===== src/rtl/sram_ctrl_pkg.sv =====
// Shared types for the SRAM access controller: FSM state encoding and the
// channel-select width helper.
package sram_ctrl_pkg;

    typedef enum logic [2:0] {
        StIdle  = 3'd0,
        StWrite = 3'd1,
        StWrInc = 3'd2,
        StRead  = 3'd3,
        StRdInc = 3'd4
    } state_e;

    // A single channel still needs one select bit.
    function automatic int unsigned sel_width(input int unsigned n);
        return (n > 1) ? $clog2(n) : 1;
    endfunction

endpackage


===== src/rtl/sram_addr_counter.sv =====
// Auto-incrementing SRAM address counter with load, saturate/wrap and
// registered EMPTY/FULL flags.
module sram_addr_counter #(
    parameter int unsigned ADDR_W = 19,
    parameter int unsigned WRAP   = 0
) (
    input  logic              clk,
    input  logic              rst,
    input  logic              load,
    input  logic [ADDR_W-1:0] load_val,
    input  logic              inc,
    input  logic              inc_wr,
    output logic [ADDR_W-1:0] addr,
    output logic              empty,
    output logic              full
);

    localparam logic [ADDR_W-1:0] MaxAddr = '1;

    logic [ADDR_W-1:0] addr_d;
    logic              full_d;

    always_comb begin
        addr_d = addr;
        full_d = full;
        if (load) begin
            addr_d = load_val;
            full_d = 1'b0;
        end else if (inc) begin
            if (addr == MaxAddr) begin
                // Saturating mode parks at the top; only a write marks it full.
                if (WRAP != 0) begin
                    addr_d = '0;
                end else if (inc_wr) begin
                    full_d = 1'b1;
                end
            end else begin
                addr_d = addr + 1'b1;
            end
        end
    end

    always_ff @(posedge clk or posedge rst) begin
        if (rst) begin
            addr  <= '0;
            full  <= 1'b0;
            empty <= 1'b1;
        end else begin
            addr  <= addr_d;
            full  <= full_d;
            empty <= (addr_d == '0);
        end
    end

endmodule


===== src/rtl/sram_access_ctrl.sv =====
// Arbitrates NUM_CH write requesters and one read port onto a single async
// SRAM; all SRAM strobes and handshake outputs are registered.
module sram_access_ctrl
    import sram_ctrl_pkg::*;
#(
    parameter int unsigned ADDR_W    = 19,
    parameter int unsigned DATA_W    = 8,
    parameter int unsigned NUM_CH    = 2,
    parameter int unsigned WE_CYCLES = 1,
    parameter int unsigned RD_CYCLES = 2,
    parameter int unsigned ARB_RR    = 0,
    parameter int unsigned WRAP      = 0
) (
    input  logic                     CLOCK,
    input  logic                     RESET,
    input  logic [NUM_CH-1:0]        WR_REQ,
    input  logic [NUM_CH*DATA_W-1:0] WR_DATA,
    output logic [NUM_CH-1:0]        WR_ACK,
    input  logic                     RD_REQ,
    output logic [DATA_W-1:0]        RD_DATA,
    output logic                     RD_VALID,
    input  logic                     ADDR_LOAD,
    input  logic [ADDR_W-1:0]        ADDR_LOAD_VAL,
    output logic [ADDR_W-1:0]        ADDR,
    output logic                     EMPTY,
    output logic                     FULL,
    output logic                     OVERFLOW,
    output logic                     BUSY,
    output logic [ADDR_W-1:0]        SRAM_A,
    output logic [DATA_W-1:0]        SRAM_DQ_OUT,
    output logic                     SRAM_DQ_OE,
    input  logic [DATA_W-1:0]        SRAM_DQ_IN,
    output logic                     SRAM_WE_n,
    output logic                     SRAM_OE_n
);

    localparam int unsigned SelW = sel_width(NUM_CH);
    localparam int unsigned CntW = 16;

    state_e              state_q, state_d;
    logic [SelW-1:0]     win_q, win_d, rr_q, rr_d, grant;
    logic [CntW-1:0]     cyc_q, cyc_d;
    logic                drop_q, drop_d, load_seen_q, load_seen_d, ovf_d, found;
    logic [DATA_W-1:0]   dq_out_d, rd_data_d;
    logic [ADDR_W-1:0]   sram_a_d;
    logic [NUM_CH-1:0]   ack_d;
    logic                we_n_d, oe_n_d, dq_oe_d, valid_d, inc, inc_wr;
    logic [DATA_W-1:0]   wr_data_arr [NUM_CH];
    int                  idx;

    always_comb begin
        for (int i = 0; i < int'(NUM_CH); i++) begin
            wr_data_arr[i] = WR_DATA[i*DATA_W +: DATA_W];
        end
    end

    // Round-robin search starts at rr_q, the channel after the last winner.
    always_comb begin
        grant = '0;
        found = 1'b0;
        idx   = 0;
        for (int off = 0; off < int'(NUM_CH); off++) begin
            idx = off + ((ARB_RR != 0) ? int'(rr_q) : 0);
            if (idx >= int'(NUM_CH)) idx = idx - int'(NUM_CH);
            if (!found && WR_REQ[SelW'(idx)]) begin
                found = 1'b1;
                grant = SelW'(idx);
            end
        end
    end

    always_comb begin
        state_d     = state_q;
        win_d       = win_q;
        rr_d        = rr_q;
        cyc_d       = cyc_q;
        drop_d      = drop_q;
        dq_out_d    = SRAM_DQ_OUT;
        sram_a_d    = SRAM_A;
        rd_data_d   = RD_DATA;
        ovf_d       = OVERFLOW;
        load_seen_d = load_seen_q | ADDR_LOAD;
        inc         = 1'b0;
        inc_wr      = 1'b0;
        if (ADDR_LOAD && ADDR_LOAD_VAL == '0) ovf_d = 1'b0;
        unique case (state_q)
            StIdle: begin
                load_seen_d = ADDR_LOAD;
                cyc_d       = '0;
                drop_d      = 1'b0;
                if (found) begin
                    win_d    = grant;
                    rr_d     = (int'(grant) == int'(NUM_CH) - 1) ? '0 : SelW'(int'(grant) + 1);
                    dq_out_d = wr_data_arr[grant];
                    sram_a_d = ADDR;
                    if (FULL) begin
                        drop_d  = 1'b1;
                        ovf_d   = 1'b1;
                        state_d = StWrInc;
                    end else begin
                        state_d = StWrite;
                    end
                end else if (RD_REQ) begin
                    sram_a_d = ADDR;
                    state_d  = StRead;
                end
            end
            StWrite: begin
                if (cyc_q == CntW'(WE_CYCLES - 1)) begin
                    cyc_d   = '0;
                    state_d = StWrInc;
                end else begin
                    cyc_d = cyc_q + 1'b1;
                end
            end
            StWrInc: begin
                // A load seen during the access replaces the increment.
                inc     = !drop_q && !load_seen_q && !ADDR_LOAD;
                inc_wr  = 1'b1;
                state_d = StIdle;
            end
            StRead: begin
                if (cyc_q == CntW'(RD_CYCLES - 1)) begin
                    rd_data_d = SRAM_DQ_IN;
                    cyc_d     = '0;
                    state_d   = StRdInc;
                end else begin
                    cyc_d = cyc_q + 1'b1;
                end
            end
            StRdInc: begin
                inc     = !load_seen_q && !ADDR_LOAD;
                state_d = StIdle;
            end
            default: state_d = StIdle;
        endcase

        we_n_d  = (state_d != StWrite);
        oe_n_d  = (state_d != StRead);
        dq_oe_d = (state_d == StWrite) || (state_d == StWrInc && !drop_d);
        valid_d = (state_d == StRdInc);
        ack_d   = '0;
        if (state_d == StWrInc) ack_d[win_d] = 1'b1;
    end

    always_ff @(posedge CLOCK or posedge RESET) begin
        if (RESET) begin
            state_q     <= StIdle;
            win_q       <= '0;
            rr_q        <= '0;
            cyc_q       <= '0;
            drop_q      <= 1'b0;
            load_seen_q <= 1'b0;
            SRAM_DQ_OUT <= '0;
            SRAM_A      <= '0;
            RD_DATA     <= '0;
            OVERFLOW    <= 1'b0;
            SRAM_WE_n   <= 1'b1;
            SRAM_OE_n   <= 1'b1;
            SRAM_DQ_OE  <= 1'b0;
            WR_ACK      <= '0;
            RD_VALID    <= 1'b0;
            BUSY        <= 1'b0;
        end else begin
            state_q     <= state_d;
            win_q       <= win_d;
            rr_q        <= rr_d;
            cyc_q       <= cyc_d;
            drop_q      <= drop_d;
            load_seen_q <= load_seen_d;
            SRAM_DQ_OUT <= dq_out_d;
            SRAM_A      <= sram_a_d;
            RD_DATA     <= rd_data_d;
            OVERFLOW    <= ovf_d;
            SRAM_WE_n   <= we_n_d;
            SRAM_OE_n   <= oe_n_d;
            SRAM_DQ_OE  <= dq_oe_d;
            WR_ACK      <= ack_d;
            RD_VALID    <= valid_d;
            BUSY        <= (state_d != StIdle);
        end
    end

    sram_addr_counter #(
        .ADDR_W (ADDR_W),
        .WRAP   (WRAP)
    ) u_addr_counter (
        .clk      (CLOCK),
        .rst      (RESET),
        .load     (ADDR_LOAD),
        .load_val (ADDR_LOAD_VAL),
        .inc      (inc),
        .inc_wr   (inc_wr),
        .addr     (ADDR),
        .empty    (EMPTY),
        .full     (FULL)
    );

endmodule


===== config.mk =====
export PLATFORM = sky130hd
export DESIGN_NAME = sram_access_ctrl
export DESIGN_NICKNAME = d
export VERILOG_FILES = /design/src/rtl/sram_ctrl_pkg.sv /design/src/rtl/sram_addr_counter.sv /design/src/rtl/sram_access_ctrl.sv
export SDC_FILE = /design/constraint.sdc
export NUM_CORES = 1
export LEC_CHECK = 0
export CORE_ASPECT_RATIO = 1.5
export CORE_MARGIN = 10
export CORE_UTILIZATION = 35
export CTS_BUF_LIST = sky130_fd_sc_hd__clkbuf_16
export DETAILED_ROUTE_END_ITERATION = 8
export PLACE_DENSITY = 0.61
export SLEW_MARGIN = 20
export SYNTH_ARGS = -nofsm -noshare
export SYNTH_HDL_FRONTEND = slang
export SYNTH_SLANG_ARGS = --single-unit

===== constraint.sdc =====
create_clock -name CLOCK -period 3.5 [get_ports CLOCK]
set_input_delay 0.35 -clock CLOCK [delete_from_list [all_inputs] [get_ports CLOCK]]
set_output_delay 0.35 -clock CLOCK [all_outputs]
set_load 0.1 [all_outputs]

==> impl_table.tex <==
\begin{tabular}{lr}
\hline
Metric & Value \\
\hline
\multicolumn{2}{l}{\textbf{Outcome}} \\
Outcome & complete, no violations \\
\multicolumn{2}{l}{\textbf{Die}} \\
Boundary pin count & 113 \\
Starting utilization of the core area & 36.0\% \\
Floorplan Core Area & 11700 um\^{}2 \\
Overall die area & 16900 um\^{}2 \\
Number of standard-cell rows in the floorplan & 48 \\
Horiz. Die Dim & 109 um \\
Die Y & 154 um \\
\multicolumn{2}{l}{\textbf{GRT}} \\
Met2 global-route usage & 23.2\% \\
Busiest layer in global routing & met2 \\
Total congestion overflow & 0 \\
Met1 Resource Use GR & 14.0\% \\
Vias in the first global route & 3468 \\
Wire length of the first global-routing pass & 17.9 mm \\
Pin count of the biggest net entering global routing & 46 \\
Aggregate global-route resource usage & 13.3\% \\
Grt met3 use & 3.81\% \\
Initial antenna violation count & 0 \\
\multicolumn{2}{l}{\textbf{Setup path}} \\
Data required time of the worst path & 3.74 ns \\
Category of the worst setup path launch point & flip-flop \\
Type of destination of the critical path & flip-flop \\
Critical Setup Path Class & reg2reg \\
Worst Path Arrival & 3.15 ns \\
Maximum fanout along the worst path & 11 \\
\multicolumn{2}{l}{\textbf{Synthesis}} \\
Combinational family with the most area after synthesis & simple AND/OR/NAND/NOR gates \\
Post-synthesis sequential area ratio & 51.4\% \\
Post-synth EDFFs & 0 \\
Share of the synthesized area in compound gates (AO/OA/AOI/OAI) & 11.9\% \\
Syn Inst Count & 389 \\
Synth Area in XOR/XNOR & 2.71\% \\
Flop and latch count out of synthesis & 86 \\
Flip-flop cell with the highest count after synthesis & dfrtp\_1 \\
Netlist area before placement & 4200 um\^{}2 \\
Mean cell area of the mapped netlist & 10.8 um\^{}2 \\
Fraction of registers with async set/reset & 100\% \\
Share of cell area taken by muxes after synthesis & 10.2\% \\
Top cells by area, synth & dfrtp\_1 (50\%), mux2\_2 (9.9\%), nand2\_1 (3.8\%), o21ai\_0 (3.5\%), dfstp\_2 (1.9\%) \\
Synthesized-area fraction occupied by adder cells & 1.19\% \\
Post-synth net total & 442 \\
Share of the synthesized area in the top cell type & 49.5\% \\
Yosys warning total & 0 \\
Distinct cell type count of the synthesized netlist & 60 \\
Basic-gate share of the synthesized area counting and, or, nand and nor cells & 18.5\% \\
Cell type with the largest total area after synthesis & dfrtp\_1 \\
\multicolumn{2}{l}{\textbf{Drt}} \\
Total DRC errors in the routed layout & 0 \\
Length of the first detailed-routing pass in iterations & 5 \\
Average detailed-routed wire length per instance & 17.4 um \\
Sum of routed wire length over all layers & 11.3 mm \\
Post-DR vias/cell & 5.30 \\
First-iteration detailed-routing DRC count & 203 \\
Routed via count & 3442 \\
Antenna-violating nets left & 0 \\
\multicolumn{2}{l}{\textbf{Timing}} \\
Slew HR & 32.0\% \\
Max Freq & 345 MHz \\
Summed negative setup slack over all endpoints & 0 ns \\
Total count of hold-check failures in the final report & 0 \\
Final critical-path required period & 2.90 ns \\
Number of pins exceeding their max-slew limit in the final report & 0 \\
Setup-violating endpoint count in the final report & 0 \\
Setup repair after global routing missed its margin & false \\
Clock tree skew after final layout & 0.00950 ns \\
Final Cycle Share & 82.9\% \\
Worst Tran Pin Value & 1.02 ns \\
\multicolumn{2}{l}{\textbf{Pwr}} \\
Peak supply drop & 553 uV \\
Internal portion of total power & 2600 uW \\
Combinational share of power & 58.5\% \\
Switching power & 3010 uW \\
Portion of total power attributed to the clock network & 15.4\% \\
Power Total & 5610 uW \\
Sequential Power Share & 26.1\% \\
Ratio of total power to cell area & 995 nW/um\^{}2 \\
Static Leak & 0.00229 uW \\
Switch share & 53.6\% \\
\multicolumn{2}{l}{\textbf{CTS}} \\
Clock root buffer master & clkbuf\_16 \\
CTS tree & done \\
\# Post-CTS Setup Buffers & 0 \\
Inserted Clock Buffers & 9 \\
H-tree depth & 3 \\
Clock slew at reported path FFs & 0.06 ns \\
Count of clock tree sinks & 86 \\
Later-pin clock latency in the skew report & 0.33 ns \\
Buffer depth of the longest clock path & 2 \\
Post-CTS sizing & 0 \\
Hold buffer count at cts & 0 \\
\multicolumn{2}{l}{\textbf{Placement}} \\
Total half-perimeter wirelength after legalization and detailed placement & 8.71 mm \\
Placed Cells & 633 \\
Final estimated routing congestion in global placement & 0.896 \\
Buffers added on ports & 103 \\
\multicolumn{2}{l}{\textbf{Cells and area}} \\
Leading cell type in the layout, fill and taps excluded & clkdlybuf4s50\_1 \\
Top library cells by usage in the layout, fill and taps aside & clkdlybuf4s50\_1 (103), dfrtp\_1 (83), nand2\_1 (42), mux2\_2 (37), o21ai\_0 (29) \\
Area taken by flip-flops and latches & 2160 um\^{}2 \\
Number of fillers in the final layout & 1097 \\
Final Core Density & 48.4\% \\
Final standard cell count with taps included and fillers excluded & 649 \\
Final net count & 547 \\
Area occupied by multi-input gates & 1870 um\^{}2 \\
Synth-to-Final Area Change & 34.3\% \\
Fraction of layout instances using a drive strength above 1 & 15.0\% \\
Diodes inserted & 0 \\
\multicolumn{2}{l}{\textbf{Flow run}} \\
Number of maximum-capacitance constraint violations & 0 \\
\multicolumn{2}{l}{\textbf{Worst hold path}} \\
Class of the worst hold path & in2async \\
\hline
\end{tabular}
[logic make-up (layout without fill, tap and decap cells)]
| group | after synthesis | after routing |
|---|---|---|
| xor gates and xnor gates | 13 | 13 |
| AOI/OAI and AO/OA | 75 | 75 |
| buffers and inverters | 33 | 143 |
| adders and majority gates | 4 | 4 |
| muxes | 38 | 38 |
| and+or+nand+nor | 140 | 140 |
| DFF | 86 | 86 |
[layer usage]
metal  share of wire, %  up-vias  wire length [um]
met1                 37     1688              4200
met3                7.2       26               815
li1                   -     1620                 -
met2                 52      108              5860
met4                4.0        0               451
met5                  0        -                 0
[final timing paths]
check | from | end | slack, ns | depth (start not counted)
worst max-delay path | u_addr_counter.addr[0] | u_addr_counter.empty | 0.60 | 8
worst min-delay path | RESET | BUSY | 0.45 | 2
worst max register to register | u_addr_counter.addr[0] | u_addr_counter.empty | 0.60 | 8
worst min register to register | RD_DATA[0] | RD_DATA[0] | 0.50 | 1
max in group asynchronous | RESET | u_addr_counter.empty | 2.24 | 3
min in group CLOCK | RD_DATA[0] | RD_DATA[0] | 0.50 | 1
[critical path, cell delays in order, from the launching register on]
cell and delay (ns):
dfrtp_1 0.44, ha_1 0.25, and3_2 0.26, and2_1 0.29
a2111oi_0 0.67, xnor2_1 0.19, o21a_1 0.15, o2111ai_1 0.23
nor4_2 0.33
[cells in the mapped netlist, types with 4 or more instances]
| master | count |
|---|---|
| nand3_1 | 11 |
| nor2_1 | 12 |
| mux2_2 | 37 |
| inv_1 | 15 |
| xnor2_1 | 8 |
| nor3_1 | 8 |
| dfrtp_1 | 83 |
| ha_1 | 4 |
| buf_2 | 5 |
| nor2b_1 | 8 |
| xor2_1 | 5 |
| a211oi_1 | 5 |
| o21a_1 | 6 |
| nand2b_1 | 8 |
| nand2_1 | 42 |
| clkbuf_1 | 6 |
| nor4_1 | 10 |
| o21ai_0 | 29 |
| nand4_1 | 6 |
| and3_1 | 10 |
| o31ai_1 | 7 |
[through the flow]
step	setup WS (ns)	area (um^2)	hold slack [ns]
after floorplan	0.556	4200	0.470
after global placement	0.626	5370	0.491
after detailed placement	0.626	5370	0.495
after CTS	0.598	5630	0.480
after global routing	0.395	5630	0.519
final	0.599	5630	0.452
[state kept, by name, summed over array words and instances, names as in the netlist, 2 cells and up]
register             flops
u_addr_counter.addr     19
cyc_q                   16
RD_DATA                  8
state_q                  3
SRAM_A                  19
SRAM_DQ_OUT              8
WR_ACK                   2
[power by group through the flow]
stage	sequential (uW)	clock [uW]	combinational (uW)
3_3_place_gp	1480	0	3280
2_1_floorplan	3290	0	696
6_report	1470	864	3280
4_1_cts	1470	896	3320
5_1_grt	1500	938	3410
3_5_place_dp	1490	0	3310
[cell type report]
class                   instances  share of cell area, %
flip-flops and latches         86                   38.3
multi-input cells             270                   33.1
repair buffers                112                   19.5
clock buffers                   9                   4.00
well taps                     150                   3.33
inverters                      15                   1.02
clock inverters                 7                  0.777
Power figures use the tool's default switching activity.
